==> config.mk <==
export PLATFORM = sky130hd
export DESIGN_NAME = video_img_pos_ctrl
export DESIGN_NICKNAME = d
export VERILOG_FILES = /design/src/rtl/video_img_pkg.sv /design/src/rtl/video_axis_snoop.sv /design/src/rtl/video_img_pos_ctrl.sv
export SDC_FILE = /design/constraint.sdc
export NUM_CORES = 1
export LEC_CHECK = 0
export ABC_AREA = 1
export CAP_MARGIN = 5
export CORE_ASPECT_RATIO = 1.2
export CORE_UTILIZATION = 57
export CTS_CLUSTER_DIAMETER = 150
export DETAILED_ROUTE_END_ITERATION = 10
export PLACE_DENSITY = 0.84
export SETUP_SLACK_MARGIN = 0.3
export SLEW_MARGIN = 25
export SYNTH_ARGS = -nofsm -noshare
export SYNTH_HDL_FRONTEND = slang
export SYNTH_SLANG_ARGS = --single-unit
==> constraint.sdc <==
create_clock -name clk -period 4.3 [get_ports clk]
set_clock_uncertainty 0.05 [all_clocks]
set_input_delay 0.86 -clock clk [delete_from_list [all_inputs] [get_ports clk]]
set_output_delay 0.86 -clock clk [all_outputs]
set_load 0.05 [all_outputs]
==> src/rtl/video_img_pkg.sv <==
// Shared definitions for the bouncing test-image position controller:
// screen/image defaults, coordinate width and controller state encodings.
package video_img_pkg;

  localparam int COORD_W  = 13;
  localparam int SCRW_DEF = 1920;
  localparam int SCRH_DEF = 1080;
  localparam int IMGW_DEF = 320;
  localparam int IMGH_DEF = 240;

  typedef logic [COORD_W-1:0] coord_t;

  // Frame tracking: wait for start of frame, count lines, one-cycle offset update.
  typedef enum logic [1:0] {
    ST_WAIT_SOF = 2'd0,
    ST_RUN      = 2'd1,
    ST_UPDATE   = 2'd2
  } state_e;

  // One motion axis: current offset plus travel direction (1 = moving toward 0).
  typedef struct packed {
    coord_t pos;
    logic   dir_neg;
  } axis_t;

endpackage

==> src/rtl/video_axis_snoop.sv <==
// Passive AXI-Stream snooper: decodes beats, start-of-frame and end-of-line,
// counts lines of the current frame and flags a start-of-frame arriving mid-frame.
module video_axis_snoop
  import video_img_pkg::*;
#(
  parameter int SCRH = SCRH_DEF
) (
  input  logic clk,
  input  logic rst,
  input  logic in_wait,
  input  logic in_run,
  input  logic snp_tvalid,
  input  logic snp_tready,
  input  logic snp_tuser,
  input  logic snp_tlast,
  output logic frame_start,
  output logic frame_done,
  output logic sync_err
);

  localparam coord_t LAST_LINE = coord_t'(SCRH - 1);

  logic   beat;
  logic   sof;
  logic   eol;
  logic   active;
  coord_t base;
  coord_t line_cnt_q;
  coord_t line_cnt_d;
  logic   sync_err_q;
  logic   sync_err_d;

  // Decode handshakes; a SOF always restarts the line count before the same beat's EOL is counted.
  always_comb begin
    beat        = snp_tvalid & snp_tready;
    sof         = beat & snp_tuser;
    eol         = beat & snp_tlast;
    frame_start = in_wait & sof;
    active      = frame_start | in_run;
    sync_err_d  = in_run & sof & (line_cnt_q != '0);
    base        = (active & sof) ? '0 : line_cnt_q;
    frame_done  = active & eol & (base == LAST_LINE);
    line_cnt_d  = line_cnt_q;
    if (active) begin
      if (frame_done) begin
        line_cnt_d = '0;
      end else if (eol) begin
        line_cnt_d = base + coord_t'(1);
      end else begin
        line_cnt_d = base;
      end
    end
  end

  // Line counter and one-cycle resync error pulse.
  always_ff @(posedge clk) begin
    if (rst) begin
      line_cnt_q <= '0;
      sync_err_q <= 1'b0;
    end else begin
      line_cnt_q <= line_cnt_d;
      sync_err_q <= sync_err_d;
    end
  end

  assign sync_err = sync_err_q;

endmodule

==> src/rtl/video_img_pos_ctrl.sv <==
// Frame-synchronous position controller: moves the test image across the
// screen in steps, bouncing off the edges, updating margins only between frames.
module video_img_pos_ctrl
  import video_img_pkg::*;
#(
  parameter int SCRW      = SCRW_DEF,
  parameter int SCRH      = SCRH_DEF,
  parameter int IMGW      = IMGW_DEF,
  parameter int IMGH      = IMGH_DEF,
  parameter int FRAME_DIV = 1
) (
  input  logic         clk,
  input  logic         rst,
  input  logic         en,
  input  logic [3:0]   step_x,
  input  logic [3:0]   step_y,
  input  logic         snp_tvalid,
  input  logic         snp_tready,
  input  logic         snp_tuser,
  input  logic         snp_tlast,
  output logic [12:0]  addw,
  output logic [12:0]  subw,
  output logic [12:0]  addh,
  output logic [12:0]  subh,
  output logic [15:0]  frame_cnt,
  output logic         sync_err
);

  localparam coord_t     LIM_X    = coord_t'(SCRW - IMGW);
  localparam coord_t     LIM_Y    = coord_t'(SCRH - IMGH);
  localparam logic [7:0] DIV_LAST = 8'(FRAME_DIV - 1);

  // Advance one axis by step, clamping at 0 / lim and reversing there.
  // A zero step or a zero-width travel range leaves the axis untouched.
  function automatic axis_t step_axis(input axis_t cur, input logic [3:0] step, input coord_t lim);
    logic [COORD_W:0] nx;
    axis_t            res;
    res = cur;
    nx  = {1'b0, cur.pos} + {{(COORD_W-3){1'b0}}, step};
    if ((step != 4'd0) && (lim != '0)) begin
      if (!cur.dir_neg) begin
        if (nx >= {1'b0, lim}) begin
          res.pos     = lim;
          res.dir_neg = 1'b1;
        end else begin
          res.pos = nx[COORD_W-1:0];
        end
      end else begin
        if (cur.pos <= {{(COORD_W-4){1'b0}}, step}) begin
          res.pos     = '0;
          res.dir_neg = 1'b0;
        end else begin
          res.pos = cur.pos - {{(COORD_W-4){1'b0}}, step};
        end
      end
    end
    return res;
  endfunction

  state_e      state_q, state_d;
  axis_t       ax_q, ax_d;
  axis_t       ay_q, ay_d;
  coord_t      subw_q, subw_d;
  coord_t      subh_q, subh_d;
  logic [15:0] fc_q, fc_d;
  logic [7:0]  div_q, div_d;
  logic        in_wait;
  logic        in_run;
  logic        frame_start;
  logic        frame_done;

  assign in_wait = (state_q == ST_WAIT_SOF);
  assign in_run  = (state_q == ST_RUN);

  video_axis_snoop #(
    .SCRH(SCRH)
  ) u_snoop (
    .clk         (clk),
    .rst         (rst),
    .in_wait     (in_wait),
    .in_run      (in_run),
    .snp_tvalid  (snp_tvalid),
    .snp_tready  (snp_tready),
    .snp_tuser   (snp_tuser),
    .snp_tlast   (snp_tlast),
    .frame_start (frame_start),
    .frame_done  (frame_done),
    .sync_err    (sync_err)
  );

  // Frame FSM and motion: position only moves in the single UPDATE cycle.
  always_comb begin
    state_d = state_q;
    ax_d    = ax_q;
    ay_d    = ay_q;
    fc_d    = fc_q;
    div_d   = div_q;
    case (state_q)
      ST_WAIT_SOF: begin
        if (frame_start) begin
          state_d = frame_done ? ST_UPDATE : ST_RUN;
        end
      end
      ST_RUN: begin
        if (frame_done) begin
          state_d = ST_UPDATE;
        end
      end
      ST_UPDATE: begin
        state_d = ST_WAIT_SOF;
        fc_d    = fc_q + 16'd1;
        if (div_q == DIV_LAST) begin
          div_d = '0;
          if (en) begin
            ax_d = step_axis(ax_q, step_x, LIM_X);
            ay_d = step_axis(ay_q, step_y, LIM_Y);
          end
        end else begin
          div_d = div_q + 8'd1;
        end
      end
      default: state_d = ST_WAIT_SOF;
    endcase
    subw_d = LIM_X - ax_d.pos;
    subh_d = LIM_Y - ay_d.pos;
  end

  // Registered state, position and margins.
  always_ff @(posedge clk) begin
    if (rst) begin
      state_q <= ST_WAIT_SOF;
      ax_q    <= '{pos: '0, dir_neg: 1'b0};
      ay_q    <= '{pos: '0, dir_neg: 1'b0};
      subw_q  <= LIM_X;
      subh_q  <= LIM_Y;
      fc_q    <= '0;
      div_q   <= '0;
    end else begin
      state_q <= state_d;
      ax_q    <= ax_d;
      ay_q    <= ay_d;
      subw_q  <= subw_d;
      subh_q  <= subh_d;
      fc_q    <= fc_d;
      div_q   <= div_d;
    end
  end

  assign addw      = ax_q.pos;
  assign addh      = ay_q.pos;
  assign subw      = subw_q;
  assign subh      = subh_q;
  assign frame_cnt = fc_q;

endmodule

==> impl_metrics.toml <==
[cts]
clock_latency_ns = 0.35
clkSlewWorstSetupHoldPaths_ns = 0.07
tritoncts = "yes"
cts_buffers = 9
htreeDepth = 3
cts_buffer_depth = 2
root_buffer = "clkbuf_16"
clock-sinks = 92

[timing]
slew_violations = 0
rsz0062_at_grt = "yes"
period_needed_ns = 3.788
hold_violations = 0
tightest_slew_ns = 0.6447
setup_viol = 0
finalCritPeriodShare_pct = 88.10
fmax_mhz = 264.0
relSlewSlack_pct = 56.63
fin_ws_ns = 0.5119
setup-tns-final_ns = 0

[worst_setup_path]
setup.worst_path.start_class = "input pin"
cp_num_buf_inv = 4
end_kind = "register"
slowest_delay_ns = 0.51
path_class = "in -> reg"
path_max_fanout = 8
critPathArrivalTime_ns = 3.99
crit_top_cell = "nand2_1"
critical_path.top_delay_family = "simple AND/OR/NAND/NOR gates"
crit_path_cell_trace = "clkdlybuf4s50_1 > inv_1 > ha_1 > inv_2 > nor3_1 > nand4_1 > o21ai_2 > nor2_2 > a21oi_1 > o21ai_0 > nand2_1 > ha_1 > nand2_1 > nand2_4 > nand2_1 > nand3_2 > o21ai_0 > nand2_1 > inv_1"
cp.required_ns = 4.50
critical-path-slowest-cell = "clkdlybuf4s50_1"

[floorplanning]
start_util_pct = 58.53
coreArea_um2 = 11510
die_h_um = 121.1
fp.dieW_um = 101.3
pin_count = 84
dieArea_um2 = 12260
placementRows = 43

[detailed_routing]
postRouteAntennaNets = 0
drtPass1Iterations = 5
drtIter0Drc = 323
drc = 0
via_per_inst = 5.298
wl_mm = 16.69
vias = 6712
wl_per_cell_um = 13.18

[place]
gp_congestion = 0.9622
place_inst = 1251
hpwl_mm = 12.69
numPortBuffers = 83
place_ws_ns = 0.1566

[synth]
ys_warn_count = 0
ys_ff_latch = 92
synth_xor_area_share_pct = 3.361
synth_mux_area_share_pct = 0
yosys.area_share.simple_pct = 41.26
synth-seq-area-share_pct = 27.33
mappedNetlistArea_um2 = 6739
synth_compound_area_share_pct = 9.153
syn_nets = 1098
synth_cell_type_count = 46
syn-instance-count = 1057
yosys.area_share.adder_pct = 5.273
synth_top_family_by_area = "simple AND/OR/NAND/NOR gates"
avgSynthCellArea_um2 = 6.376

[finish]
drive_gt1_share_pct = 9.550
nets = 1147
num_antenna_cells = 0
area_growth_pct = 15.86
final_cells = 1267

[power]
leakage_nw = 3.515
power.density_nw_per_um2 = 221.4
power_mw = 1.729
ir_worst_vdd_uv = 170.1

[global_route]
grt_pass1_vias = 6298
grt-ovfl-total = 0
grt_max_degree = 42
gr-usage-met2_pct = 50.43
grt.busiest_layer = "met2"
grt.total_usage_pct = 27.81
use_met1_pct = 32.05
antenna_found_initial = 0
use_met3_pct = 3.975
grt_pass1_wl_mm = 27.43

[status]
status = "finished clean"

[worst_hold_path]
hp-class = "reg -> reg"

[job]
maxCapViolations = 0
-- through the flow --
step,util (%),area (um^2),hold WS [ns]
3_5_place_dp,64.95,7478,0.4250
2_1_floorplan,-,6739,0.4083
3_3_place_gp,64.95,7478,0.4239
4_1_cts,67.46,7767,0.4353
6_report,67.81,7807,0.4398
5_1_grt,67.81,7807,0.4668
-- Yosys cell counts (all sizes together) --
library cell / instances / area share, %
o211ai: 1 / 0.11
a22oi: 1 / 0.11
o32ai: 2 / 0.26
o221ai: 1 / 0.13
a221oi: 1 / 0.13
nor3b: 6 / 0.74
nor4: 6 / 0.56
nand3: 96 / 7.7
nor3: 31 / 2.5
a211oi: 1 / 0.11
nor2: 149 / 9.3
nand4: 25 / 2.5
a21boi: 3 / 0.45
or2: 7 / 0.65
inv: 155 / 8.6
nand2: 282 / 17
a31oi: 2 / 0.19
a21oi: 41 / 3.4
clkbuf: 14 / 0.78
dfxtp: 92 / 27
clkinv: 1 / 0.056
o21ai: 41 / 3.3
xor2: 25 / 3.4
ha: 22 / 4.1
fa: 4 / 1.2
o22ai: 10 / 1.0
buf: 38 / 4.2
-- worst register-to-register path, delay by kind of cell, from the launching register on --
family	cells	cell delay (ns)
adders and majority gates	3	0.84
DFF	1	0.44
buffers and inverters	3	0.21
and+or+nand+nor	19	1.47
AOI/OAI and AO/OA	1	0.11
-- final timing paths --
path              from        to  slack (ns)  cells after the start
max          step_y[3]  subh[10]        0.51                     19
min           div_q[0]  div_q[0]        0.44                      2
max reg2reg    addw[0]  subw[10]        1.09                     26
min reg2reg   div_q[0]  div_q[0]        0.44                      2
-- placed cells by master (no fill, tap or decap), drive strengths merged, types with 2 or more instances in the layout --
| cell type | count |
|---|---|
| nor4 | 6 |
| buf | 7 |
| a31oi | 2 |
| clkdlybuf4s50 | 81 |
| inv | 157 |
| nor3 | 31 |
| o32ai | 2 |
| fa | 4 |
| ha | 22 |
| xor2 | 25 |
| a21boi | 3 |
| clkbuf | 10 |
| or2 | 7 |
| a21oi | 41 |
| o22ai | 10 |
| nand3 | 96 |
| dfxtp | 92 |
| nand2 | 282 |
| nor3b | 6 |
| o21ai | 41 |
| dlymetal6s2s | 2 |
| clkinv | 2 |
| nor2 | 149 |
| nand4 | 25 |
-- cell type report --
type                            count  area (um^2)
Fill cell                        1047         3706
Sequential cell                    92         1842
Clock inverter                      5        60.06
Multi-Input combinational cell    757         4006
Inverter                          156        585.6
Tap cell                          157        196.4
Timing Repair Buffer               90        888.4
Clock buffer                       10        229.0
-- cells by family (layout without fill, tap and decap cells) --
logic type                 Yosys count  after routing
DFF                                 92             92
xor gates and xnor gates            25             25
AOI/OAI and AO/OA                  104            104
buffers and inverters              208            261
and+or+nand+nor                    602            602
adders and majority gates           26             26
-- per-layer routing --
metal / part of all wire (%) / vias to the layer above
met3: 4.8 / 42
met2: 51 / 193
met5: 0 / -
li1: - / 3433
met1: 41 / 3044
met4: 2.9 / 0
-- sequential cells by signal (all words and copies together), names as in the netlist --
signal	flops
u_snoop.sync_err	1
div_q	8
state_q	2
u_snoop.line_cnt_q	13
ay_q	1
subh	12
addh	13
ax_q	1
subw	12
addw	13
frame_cnt	16
-- repair_timing --
action                                  CTS  global route
setup buffers                             0             1
endpoints found under the setup margin    0            10
gates resized for setup                   0            10
hold buffers                              0             0
-- report_power, final --
part | switching (mW) | internal (mW)
combinational | 0.0591 | 0.0338
sequential | 0.00105 | 0.853
clock | 0.332 | 0.450
total | 0.392 | 1.34
Note: power is estimated with default switching activity, not from simulation.
